**src/rtl/cfo_scale_pkg.sv**
```systemverilog
// Shared types and defaults for the CFO-path iterative scaler.
package cfo_scale_pkg;

  localparam int unsigned DW_DEFAULT  = 24;
  localparam int unsigned SHW_DEFAULT = 5;
  localparam int unsigned ID_W        = 1;

  typedef enum logic {
    IDLE = 1'b0,
    RUN  = 1'b1
  } state_e;

endpackage

```
**src/rtl/halve_rtz.sv**
```systemverilog
// One-step signed halving that rounds toward zero; cannot overflow.
module halve_rtz #(
  parameter int unsigned W = 24
) (
  input  logic [W-1:0] x_i,
  output logic [W-1:0] y_o
);

  logic [W-1:0] adj;

  // Negative values get +1 before the arithmetic shift so odd results round up toward zero.
  always_comb begin
    adj = x_i + {{(W-1){1'b0}}, x_i[W-1]};
    y_o = {adj[W-1], adj[W-1:1]};
  end

endmodule

```
**src/rtl/cfo_scale_sched.sv**
```systemverilog
// Round-robin shared scaler: divides a granted sample by 2^k, one halving per cycle.
module cfo_scale_sched
  import cfo_scale_pkg::*;
#(
  parameter int unsigned DW  = DW_DEFAULT,
  parameter int unsigned SHW = SHW_DEFAULT
) (
  input  logic           clk,
  input  logic           rst,
  input  logic [1:0]     req,
  input  logic [DW-1:0]  din_0,
  input  logic [DW-1:0]  din_1,
  input  logic [SHW-1:0] shift_0,
  input  logic [SHW-1:0] shift_1,
  output logic [1:0]     ack,
  output logic           busy,
  output logic [DW-1:0]  dout,
  output logic           dout_valid,
  output logic [ID_W-1:0] dout_id
);

  state_e         state_q, state_d;
  logic [DW-1:0]  x_q, x_d, x_half;
  logic [SHW-1:0] cnt_q, cnt_d;
  logic [ID_W-1:0] id_q, id_d;
  logic           last_q, last_d;
  logic [1:0]     ack_q, ack_d;
  logic [DW-1:0]  dout_q, dout_d;
  logic           valid_q, valid_d;
  logic [ID_W-1:0] dout_id_q, dout_id_d;
  logic           win;

  halve_rtz #(
    .W (DW)
  ) u_halve (
    .x_i (x_q),
    .y_o (x_half)
  );

  // State and datapath registers with synchronous reset; last grant resets to 1 so 0 wins first.
  always_ff @(posedge clk) begin
    if (rst) begin
      state_q   <= IDLE;
      x_q       <= '0;
      cnt_q     <= '0;
      id_q      <= '0;
      last_q    <= 1'b1;
      ack_q     <= '0;
      dout_q    <= '0;
      valid_q   <= 1'b0;
      dout_id_q <= '0;
    end else begin
      state_q   <= state_d;
      x_q       <= x_d;
      cnt_q     <= cnt_d;
      id_q      <= id_d;
      last_q    <= last_d;
      ack_q     <= ack_d;
      dout_q    <= dout_d;
      valid_q   <= valid_d;
      dout_id_q <= dout_id_d;
    end
  end

  // Next-state: round-robin accept in IDLE, one halving per RUN cycle, emit when count hits zero.
  always_comb begin
    state_d   = state_q;
    x_d       = x_q;
    cnt_d     = cnt_q;
    id_d      = id_q;
    last_d    = last_q;
    ack_d     = 2'b00;
    dout_d    = dout_q;
    valid_d   = 1'b0;
    dout_id_d = dout_id_q;
    // On contention the requester that did not win last time goes next.
    win       = (req == 2'b11) ? ~last_q : req[1];
    unique case (state_q)
      IDLE: begin
        if (req != 2'b00) begin
          x_d     = win ? din_1 : din_0;
          cnt_d   = win ? shift_1 : shift_0;
          id_d    = ID_W'(win);
          last_d  = win;
          ack_d   = win ? 2'b10 : 2'b01;
          state_d = RUN;
        end
      end
      RUN: begin
        if (cnt_q != '0) begin
          x_d   = x_half;
          cnt_d = cnt_q - SHW'(1);
        end else begin
          dout_d    = x_q;
          dout_id_d = id_q;
          valid_d   = 1'b1;
          state_d   = IDLE;
        end
      end
    endcase
  end

  // Outputs come straight from registers; busy marks a job in flight.
  always_comb begin
    busy       = (state_q == RUN);
    ack        = ack_q;
    dout       = dout_q;
    dout_valid = valid_q;
    dout_id    = dout_id_q;
  end

endmodule
```
**config.mk**
```make
export PLATFORM = sky130hd
export DESIGN_NAME = cfo_scale_sched
export DESIGN_NICKNAME = d
export VERILOG_FILES = /design/src/rtl/cfo_scale_pkg.sv /design/src/rtl/halve_rtz.sv /design/src/rtl/cfo_scale_sched.sv
export SDC_FILE = /design/constraint.sdc
export NUM_CORES = 1
export LEC_CHECK = 0
export CORE_ASPECT_RATIO = 1.1
export CORE_MARGIN = 2
export CORE_UTILIZATION = 53
export CTS_CLUSTER_DIAMETER = 150
export DETAILED_ROUTE_END_ITERATION = 10
export GPL_TIMING_DRIVEN = 0
export PLACE_DENSITY = 0.91
export SYNTH_ARGS = -nofsm -noshare
export SYNTH_HDL_FRONTEND = slang
export SYNTH_HIERARCHICAL = 1
export SYNTH_SLANG_ARGS = --single-unit
export TNS_END_PERCENT = 5
```
**constraint.sdc**
```tcl
create_clock -name clk -period 2.6 [get_ports clk]
set_input_delay 0.52 -clock clk [delete_from_list [all_inputs] [get_ports clk]]
set_output_delay 0.52 -clock clk [all_outputs]
set_load 0.01 [all_outputs]
```
==> results by group <==
Run status
  • Status: complete, no violations

Timing
  • Setup total negative slack: 0 ns
  • Worst slew margin: 53.69%
  • Final Cycle Share: 82.70%
  • Final setup fails: 0
  • Hold Slack: 0.4561 ns
  • Min Clock Period, post-route: 2.150 ns
  • Clock skew: 0.007680 ns
  • Slew @ Worst Pin: 0.6947 ns
  • Fin. Hold Viols: 0
  • Worst setup margin: 0.4499 ns
  • FMAX: 465.1 MHz
  • Max-slew violation count: 0
  • Unrepaired setup endpoints after global routing: false

Clock network
  • H-tree levels: 3
  • TritonCTS clock tree: done
  • Setup Buffers After CTS: 0
  • Clock sink count: 60
  • # hold bufs at CTS: 0
  • Clock Path Buffers: 2
  • CTS Buf Count: 9
  • CTS root buffer: clkbuf_8
  • Post-CTS Resized: 0
  • Clk pin slew, worst setup/hold paths: 0.07 ns
  • Clock Latency Late Sink: 0.34 ns

Synthesis
  • Sequential area share after synthesis: 34.31%
  • Post-synthesis mux area share: 0.5718%
  • Synth Warn #: 6
  • Post-synthesis cell area: 3501 sq um
  • Post-Synthesis Cells: 402
  • Syn avg cell area: 8.709 sq um
  • Post-synth EDFFs: 0
  • Synth Area in Compound Gates: 23.41%
  • Fraction of registers with async set/reset: 0%
  • Post-Synth Adder-Cell Area: 0.7148%
  • Synthesized Nets: 466
  • Yosys reg bits: 60
  • Post-synthesis simple-gate area fraction: 30.34%
  • XOR/XNOR Fraction of Synth Area: 5.504%
  • Synth unique cells: 44
  • Largest family of logic cells by synthesized area: simple AND/OR/NAND/NOR gates
  • Main flop type after synthesis: dfxtp_1

Place
  • Dpl cell area: 4494 sq um
  • Final HPWL DP: 7.054 mm
  • Gpl congestion: 0.9074
  • Setup slack after placement: 0.1275 ns
  • Placed insts: 573
  • IO Port Bufs: 89

Power
  • Comb power frac: 27.6%
  • Internal cell power: 1.978 mW
  • Worst vdd ir: 0.0003824 V
  • Clock network power share: 32.2%
  • Leak: 1.770 nW
  • Sequential share of power: 40.3%
  • Overall power: 2.907 mW
  • P_sw: 928.4 uW
  • PwrDens: 616.8 nW/um^2
  • Sw frac: 31.94%

Critical path
  • Setup crit start kind: input port
  • Critical path type: input port to flip-flop
  • WP data required: 2.85 ns
  • Crit end category: flip-flop
  • Max Fanout on Critical Path: 10
  • Arr. time, crit path: 2.40 ns
  • CP startpoint: req[0]
  • Reg-to-Reg Start: x_q[23]

Drt
  • WL/cell: 16.74 um
  • # DRC: 0
  • Post-detailed-route count of antenna-violating nets: 0
  • Via count: 3449
  • DRT Wirelength: 9.862 mm
  • Vias per cell: 5.856
  • Initial DRC count: 216
  • 1st-pass router iterations: 5

Layout
  • Final core occ: 72.74%
  • Layout cells sized above 1: 12.43%
  • Design Area, Final: 4712 sq um
  • FILL cells: 486
  • Ant. Diodes: 0
  • Area growth syn-to-layout: 34.60%
  • Final net count: 566
  • Final Non-Filler Cells: 589

Worst hold path
  • HP Class: flip-flop to flip-flop
  • Worst hold start: dout[9]

Die
  • Core Area: 6477 sq um
  • Io pins: 91
  • Die height: 89.24 um
  • Die W: 81.49 um
  • Initial Util: 54.05%
  • Core Rows: 31
  • Die area: 7272 sq um

Global route
  • Initial antenna violation count: 0
  • Largest net degree at the start of global routing: 11
  • Remaining Overflow, GRT: 0
  • Global Route Usage Sum: 28.20%
  • Vias in the first global route: 3356
  • First-pass GRT wire length: 15.54 mm

Run
  • Total of max-cap violations: 0
==> critical path, cell delays in order <==
cell,delay [ns]
clkdlybuf4s50_1,0.58
nand2_1,0.08
nand2_1,0.26
clkbuf_1,0.45
a211oi_1,0.20
o41ai_2,0.30
==> synthesized netlist by cell type (3+ instances only) <==
master,n,area (sq um)
a211oi_1,25,187.7
a21oi_1,28,140.1
and2_1,26,162.7
and3_1,3,18.77
buf_2,12,60.06
buf_4,4,30.03
clkbuf_1,16,60.06
dfxtp_1,60,1201
inv_1,6,22.52
nand2_1,59,221.5
nand2b_1,3,18.77
nand3_1,8,40.04
nand3b_1,26,195.2
nor2_1,11,41.29
nor2b_1,26,162.7
nor3_1,9,45.04
o41ai_2,22,357.8
or3_1,3,18.77
xnor2_1,10,87.58
xor2_1,12,105.1
==> sequential cells by signal (all words and copies together) (netlist names) <==
signal and flops:
dout 24, x_q 24, cnt_q 5, ack 2, busy 1, dout_id 1, dout_valid 1, id_q 1
last_q 1
==> power groups by stage <==
| stage | combinational, mW | sequential [mW] | clock (mW) |
|---|---|---|---|
| after CTS | 0.797 | 1.16 | 0.931 |
| after floorplan | 0.503 | 1.16 | 0 |
| final | 0.801 | 1.17 | 0.935 |
| after global routing | 0.867 | 1.18 | 0.973 |
| after detailed placement | 0.788 | 1.18 | 0 |
| after global placement | 0.764 | 1.17 | 0 |
==> area by class of cell <==
type,count,area [sq um],area share (%)
multi-input cells,302,2120,44.98
flip-flops and latches,60,1201,25.49
repair buffers,89,890.9,18.91
plain buffers,34,157.7,3.346
clock buffers,12,145.1,3.080
well taps,82,102.6,2.177
clock inverters,4,72.57,1.540
inverters,6,22.52,0.4780
==> path summary, 6_finish.rpt <==
check	end	depth (start not counted)	slack [ns]
setup / recovery	x_q[11]	6	0.45
hold / removal	dout[9]	2	0.46
setup reg to reg	x_q[17]	9	0.59
hold reg to reg	dout[9]	2	0.46
==> cells by family (layout without fill, tap and decap cells) <==
logic type | Yosys count | after routing
fa+ha+maj | 2 | 2
buf+inv | 40 | 145
mux | 2 | 2
compound gates | 90 | 90
simple gates | 186 | 186
flops | 60 | 60
xor+xnor | 22 | 22
==> placed cells by master, fill, tap and decap left out, types with 18 or more instances in the layout <==
cell type	instances
clkdlybuf4s50_1	89
dfxtp_1	60
nand2_1	59
a21oi_1	28
nand3b_1	26
and2_1	26
nor2b_1	26
a211oi_1	25
o41ai_2	22
clkbuf_1	18
==> per-layer routing <==
layer  wire (um)  global-route usage, %  share of wire [%]
met1        4068                  32.08                 41
met2        4978                  49.93                 50
met3         617                  6.364                6.3
met4         198                  13.10                2.0
met5           0                      0                  0
Power figures use the tool's default switching activity.
